--- src/rtl/mem_stage_vlat.sv ---
// mem_stage_vlat: MEM pipeline stage that waits for variable-latency data_ok responses,
// aligns/extends load data, and drops responses belonging to flushed requests.
module mem_stage_vlat #(
    parameter int DATA_W          = 32,
    parameter int PC_W            = 32,
    parameter int RA_W            = 5,
    parameter int MAX_OUTSTANDING = 2
) (
    input  logic              clk,
    input  logic              resetn,
    input  logic              es_to_ms_valid,
    output logic              ms_allowin,
    input  logic [PC_W-1:0]   es_pc,
    input  logic [DATA_W-1:0] es_result,
    input  logic              es_rf_we,
    input  logic [RA_W-1:0]   es_rf_waddr,
    input  logic [4:0]        es_ld_op,
    input  logic              es_mem_req,
    input  logic              ms_flush,
    input  logic              ws_allowin,
    output logic              ms_to_ws_valid,
    output logic [PC_W-1:0]   ms_pc,
    output logic              ms_rf_we,
    output logic [RA_W-1:0]   ms_rf_waddr,
    output logic [DATA_W-1:0] ms_rf_wdata,
    input  logic              data_ok,
    input  logic [DATA_W-1:0] data_rdata,
    output logic              ms_fwd_stall,
    output logic              ms_req_block
);
    localparam int LW = $clog2(DATA_W / 8);
    localparam int CW = $clog2(MAX_OUTSTANDING + 1);

    logic              r_valid, r_data_got, r_rf_we, r_mem_req;
    logic [DATA_W-1:0] r_rdata_buf, r_result;
    logic [PC_W-1:0]   r_pc;
    logic [RA_W-1:0]   r_waddr;
    logic [4:0]        r_ld_op;
    logic [CW-1:0]     r_drop_cnt;

    logic              w_drop_zero, w_ready_go, w_accept, w_leave, w_consume;
    logic              w_inc_ms, w_inc_es, w_dec;
    logic [DATA_W-1:0] w_raw, w_load;
    logic [LW-1:0]     w_off;
    logic [31:0]       w_word;
    logic [15:0]       w_half;
    logic [7:0]        w_byte;

    assign w_drop_zero    = r_drop_cnt == '0;
    assign w_ready_go     = ~r_mem_req | r_data_got | (data_ok & w_drop_zero);
    assign ms_allowin     = ~r_valid | (w_ready_go & ws_allowin);
    assign ms_to_ws_valid = r_valid & w_ready_go & ~ms_flush;
    assign w_accept       = es_to_ms_valid & ms_allowin & ~ms_flush;
    assign w_leave        = ms_to_ws_valid & ws_allowin;
    assign w_consume      = data_ok & w_drop_zero & r_valid & r_mem_req & ~r_data_got;
    // A response arriving with the flush is consumed by the MEM entry, so it is not owed.
    assign w_inc_ms       = ms_flush & r_valid & r_mem_req & ~r_data_got & ~(data_ok & w_drop_zero);
    assign w_inc_es       = ms_flush & es_to_ms_valid & es_mem_req;
    assign w_dec          = data_ok & ~w_drop_zero;

    always_ff @(posedge clk) begin
        if (!resetn) begin
            r_valid     <= 1'b0;
            r_data_got  <= 1'b0;
            r_rdata_buf <= '0;
            r_drop_cnt  <= '0;
            r_pc        <= '0;
            r_result    <= '0;
            r_rf_we     <= 1'b0;
            r_waddr     <= '0;
            r_ld_op     <= '0;
            r_mem_req   <= 1'b0;
        end else begin
            r_drop_cnt <= r_drop_cnt + CW'(w_inc_ms) + CW'(w_inc_es) - CW'(w_dec);
            if (w_accept) begin
                r_valid    <= 1'b1;
                r_data_got <= 1'b0;
                r_pc       <= es_pc;
                r_result   <= es_result;
                r_rf_we    <= es_rf_we;
                r_waddr    <= es_rf_waddr;
                r_ld_op    <= es_ld_op;
                r_mem_req  <= es_mem_req;
            end else if (ms_flush | w_leave) begin
                r_valid    <= 1'b0;
                r_data_got <= 1'b0;
            end else if (w_consume) begin
                r_data_got  <= 1'b1;
                r_rdata_buf <= data_rdata;
            end
        end
    end

    // Lane offsets are masked down to the access size so the same shift works for any DATA_W.
    assign w_raw  = r_data_got ? r_rdata_buf : data_rdata;
    assign w_off  = r_result[LW-1:0];
    assign w_word = 32'(w_raw >> {w_off & ~LW'(3), 3'b000});
    assign w_half = 16'(w_raw >> {w_off & ~LW'(1), 3'b000});
    assign w_byte = 8'(w_raw >> {w_off, 3'b000});
    assign w_load = r_ld_op[4] ? DATA_W'(w_word) :
                    (r_ld_op[3] | r_ld_op[2]) ? {{(DATA_W-16){r_ld_op[3] & w_half[15]}}, w_half} :
                    {{(DATA_W-8){r_ld_op[1] & w_byte[7]}}, w_byte};

    assign ms_pc        = r_pc;
    assign ms_rf_we     = r_rf_we & r_valid;
    assign ms_rf_waddr  = r_waddr;
    assign ms_rf_wdata  = (|r_ld_op) ? w_load : r_result;
    assign ms_fwd_stall = r_valid & (|r_ld_op) & ~w_ready_go;
    assign ms_req_block = ~w_drop_zero;
endmodule
--- config.mk ---
export PLATFORM = sky130hd
export DESIGN_NAME = mem_stage_vlat
export DESIGN_NICKNAME = d
export VERILOG_FILES = /design/src/rtl/mem_stage_vlat.sv
export SDC_FILE = /design/constraint.sdc
export NUM_CORES = 1
export LEC_CHECK = 0
export CAP_MARGIN = 5
export CELL_PAD_IN_SITES_DETAIL_PLACEMENT = 2
export CELL_PAD_IN_SITES_GLOBAL_PLACEMENT = 2
export CORE_MARGIN = 4
export CORE_UTILIZATION = 26
export DETAILED_ROUTE_END_ITERATION = 10
export PLACE_DENSITY = 0.89
export SYNTH_ARGS = -nofsm -noshare
export SYNTH_HDL_FRONTEND = slang
export SYNTH_SLANG_ARGS = --single-unit
--- constraint.sdc ---
create_clock -name clk -period 2.4 [get_ports clk]
set_input_delay 0.48 -clock clk [delete_from_list [all_inputs] [get_ports clk]]
set_output_delay 0.48 -clock clk [all_outputs]
set_load 0.01 [all_outputs]
==> flow_summary.yaml <==
worst_setup_path:
  path_cells: "mux4_2, and4b_4, a211oi_4, buf_6, buf_12, a211oi_1, buf_2"
  rrSetupSlack_ps: 200
  max_stage_delay_ps: 570
  worstPathArrival_ps: 2350
  cp_slowest_cell: "mux4_2"
  criticalPathCategory: "flop to output pin"
  path_delay_family: "multiplexers"
  reg2reg_from: "r_data_got"
  timing.rr.end: "r_drop_cnt[1]"
  ff2ff_path_depth: 9
  worst_setup_path_start_kind: "flop"
  startpoint: "r_result[1]"
  path_max_fanout: 8
  endpoint_kind: "output pin"
  crit_required_ps: 1920
  worst-path-buf-inv: 3
detailed_routing:
  vias: 5809
  wl_per_cell_um: 21.33
  first_pass_iters: 5
  drc: 0
  ant_nets: 0
  vias_per_cell: 4.952
  wl_um: 25030
  drtIter0Drc: 243
cells_and_area:
  final_cell_count_no_fill: 1173
  area_growth_syn_to_layout_pct: 57.34
  nets: 1009
  fill_cells: 2318
  final_util_pct: 41.42
  layout-drive-gt1-share_pct: 22.52
yosys:
  synth_edf_count: 0
  yosys-top-cells-count: "nand2_1 (231), dfxtp_1 (112), a21boi_0 (68), a21boi_1 (40), clkbuf_1 (29)"
  synth_top_area_share_pct: 40.64
  synth.area.top_cells: "dfxtp_1 (41%), nand2_1 (16%), a21boi_0 (9.3%)"
  synth_warnings: 0
  yosysTopAreaCell: "dfxtp_1"
  async_reset_ff_share_pct: 0
  yosysMostFrequentCell: "nand2_1"
  synth.cell_area_um2: 5517
  synth_fp_nets: 776
  synth-seq-cells: 112
  yosysSeqAreaShare_pct: 40.64
  avgSynthCellArea_um2: 8.358
  ys.flop_type: "dfxtp_1"
  syn_inst: 660
  ys_types: 46
cts:
  path_clk_slew_ps: 80
  tritoncts: "done"
  h-tree-depth: 3
  clock_latency_ps: 360
  cts_made_buffers: 9
  postCtsHoldBufs: 0
  clock-root-buffer: "clkbuf_16"
  cts.path.max_buffers: 2
  clock_sink_count: 112
sta:
  slew_headroom_pct: 45.54
  rsz0062_at_grt: "true"
  period_needed_ps: 2834
  setup_viol: 32
  drv_slew: 0
  finClkSkew_ps: 3.373
  finalCritPeriodShare_pct: 118.1
  hold_viol_final: 0
  fmax_mhz: 352.9
  setup_ws_ps: -433.5
  tightest_slew_ps: 813.9
grt:
  top_usage_layer: "met2"
  antenna_found_initial: 3
  gr-usage-met3_pct: 7.290
  grt_pass1_vias: 6643
  grt_usage_pct: 20.63
  grt_pass1_wl_um: 38030
  grt_max_degree: 112
  met1_usage_pct: 22.30
  grt.overflow.total: 0
  grt_util_met2_pct: 36.93
pwr:
  p_per_area_nw_per_um2: 569.0
  ir_drop_v: 0.0003432
  total_power_mw: 4.938
  leakage_nw: 3.199
floorplan:
  coreArea_um2: 20960
  die_w_um: 153.7
  initial_utilization_pct: 26.33
  die_h_um: 153.7
  io_pins: 188
  rows: 53
  fp.dieArea_um2: 23610
min_path:
  hold_end: "ms_pc[15]"
  whs_path_depth: 2
  hold_start: "ms_pc[15]"
  hold_path_class: "flop to flop"
placed_design:
  dp_hpwl_um: 17250
  place_ws_ps: -792.3
  gp_congestion: 0.8413
  io_buffers: 187
  dp.cells: 1142
run:
  cap_violations: 0
outcome:
  violations: "negative setup slack"
  status: "finished with violations"
==> sequential cells by signal, summed over array words and instances, names as in the netlist <==
signal / count
ms_pc: 32
r_rdata_buf: 32
r_result: 32
ms_rf_waddr: 5
r_ld_op: 5
r_drop_cnt: 2
r_data_got: 1
r_mem_req: 1
r_rf_we: 1
r_valid: 1
==> per-stage QoR <==
stage / setup TNS [ps] / instance area (um2) / hold WS (ps)
after floorplan: 0 / 5517 / 434.7
after CTS: -8035 / 8605 / 458.7
after global placement: -24700 / 8167 / 440.0
after detailed placement: -28890 / 8167 / 448.4
final: -9974 / 8680 / 454.4
after global routing: -11480 / 8680 / 484.8
==> worst reg2reg max path: stages, from the launching register on <==
cell and delay (ps):
dfxtp_4 390, buf_4 200, nor2b_4 190, nand4_1 140, ha_1 310, inv_1 50, fa_1 390, xnor2_1 150
xnor2_1 120, and2_1 150
==> where the power goes <==
part | switching (mW) | internal [mW]
sequential | 0.0580 | 1.93
clock | 0.739 | 0.912
combinational | 0.628 | 0.671
==> metal layers <==
metal  part of all wire [%]  vias up
met1                     39     2869
met5                  0.096        -
met4                    3.0        4
li1                       -     2719
met2                     51      176
met3                    7.0       41
==> timing repair <==
| action | in CTS | in global routing |
|---|---|---|
| resized for setup | 197 | 30 |
| buffers inserted | 14 | 4 |
| pin swaps | 17 | 15 |
| cloned | 1 | 0 |
| setup endpoints to repair | 36 | 36 |
==> cells in the final DEF (no fill, tap or decap), drive strengths merged, types with 4 or more instances in the layout <==
cell type / count
and2: 5
o221ai: 5
mux4: 9
nor2: 27
nor2b: 4
clkdlybuf4s50: 141
a22oi: 5
dfxtp: 112
nand2: 231
buf: 121
clkbuf: 12
a211oi: 20
o21ai: 4
a21boi: 108
mux2i: 23
inv: 5
dlygate4sd2: 11
mux2: 10
a222oi: 8
==> layout make-up <==
class                   count  area [um2]  area share [%]
well taps                 275       344.1           3.964
inverters                   5       18.77          0.2162
diodes                      1       2.502         0.02883
flip-flops and latches    112        2250           25.92
multi-input cells         490        3194           36.80
repair buffers            275        2559           29.48
clock inverters             5       82.58          0.9514
clock buffers              10       229.0           2.638
==> how the worst max path moves through the flow <==
stage	endpoint	depth (start not counted)	slack [ps]
2_1_floorplan	ms_rf_wdata[21]	6	200
3_3_place_gp	ms_rf_wdata[16]	7	-770
3_5_place_dp	ms_rf_wdata[16]	7	-790
4_1_cts	ms_rf_wdata[28]	8	-390
5_1_grt	ms_rf_wdata[17]	7	-470
6_report	ms_rf_wdata[23]	7	-430
==> cells by family (layout without fill, tap and decap cells) <==
group | Yosys count | count (layout) | share of synthesized area [%]
other | 0 | 1 | 0
buffers and inverters | 58 | 295 | 4.922
DFF | 112 | 112 | 40.64
AOI/OAI and AO/OA | 158 | 158 | 22.30
xor gates and xnor gates | 2 | 2 | 0.3176
muxes | 42 | 42 | 10.23
adders and majority gates | 2 | 2 | 0.5897
and+or+nand+nor | 286 | 286 | 21.00
Note: power is estimated with default switching activity, not from simulation.
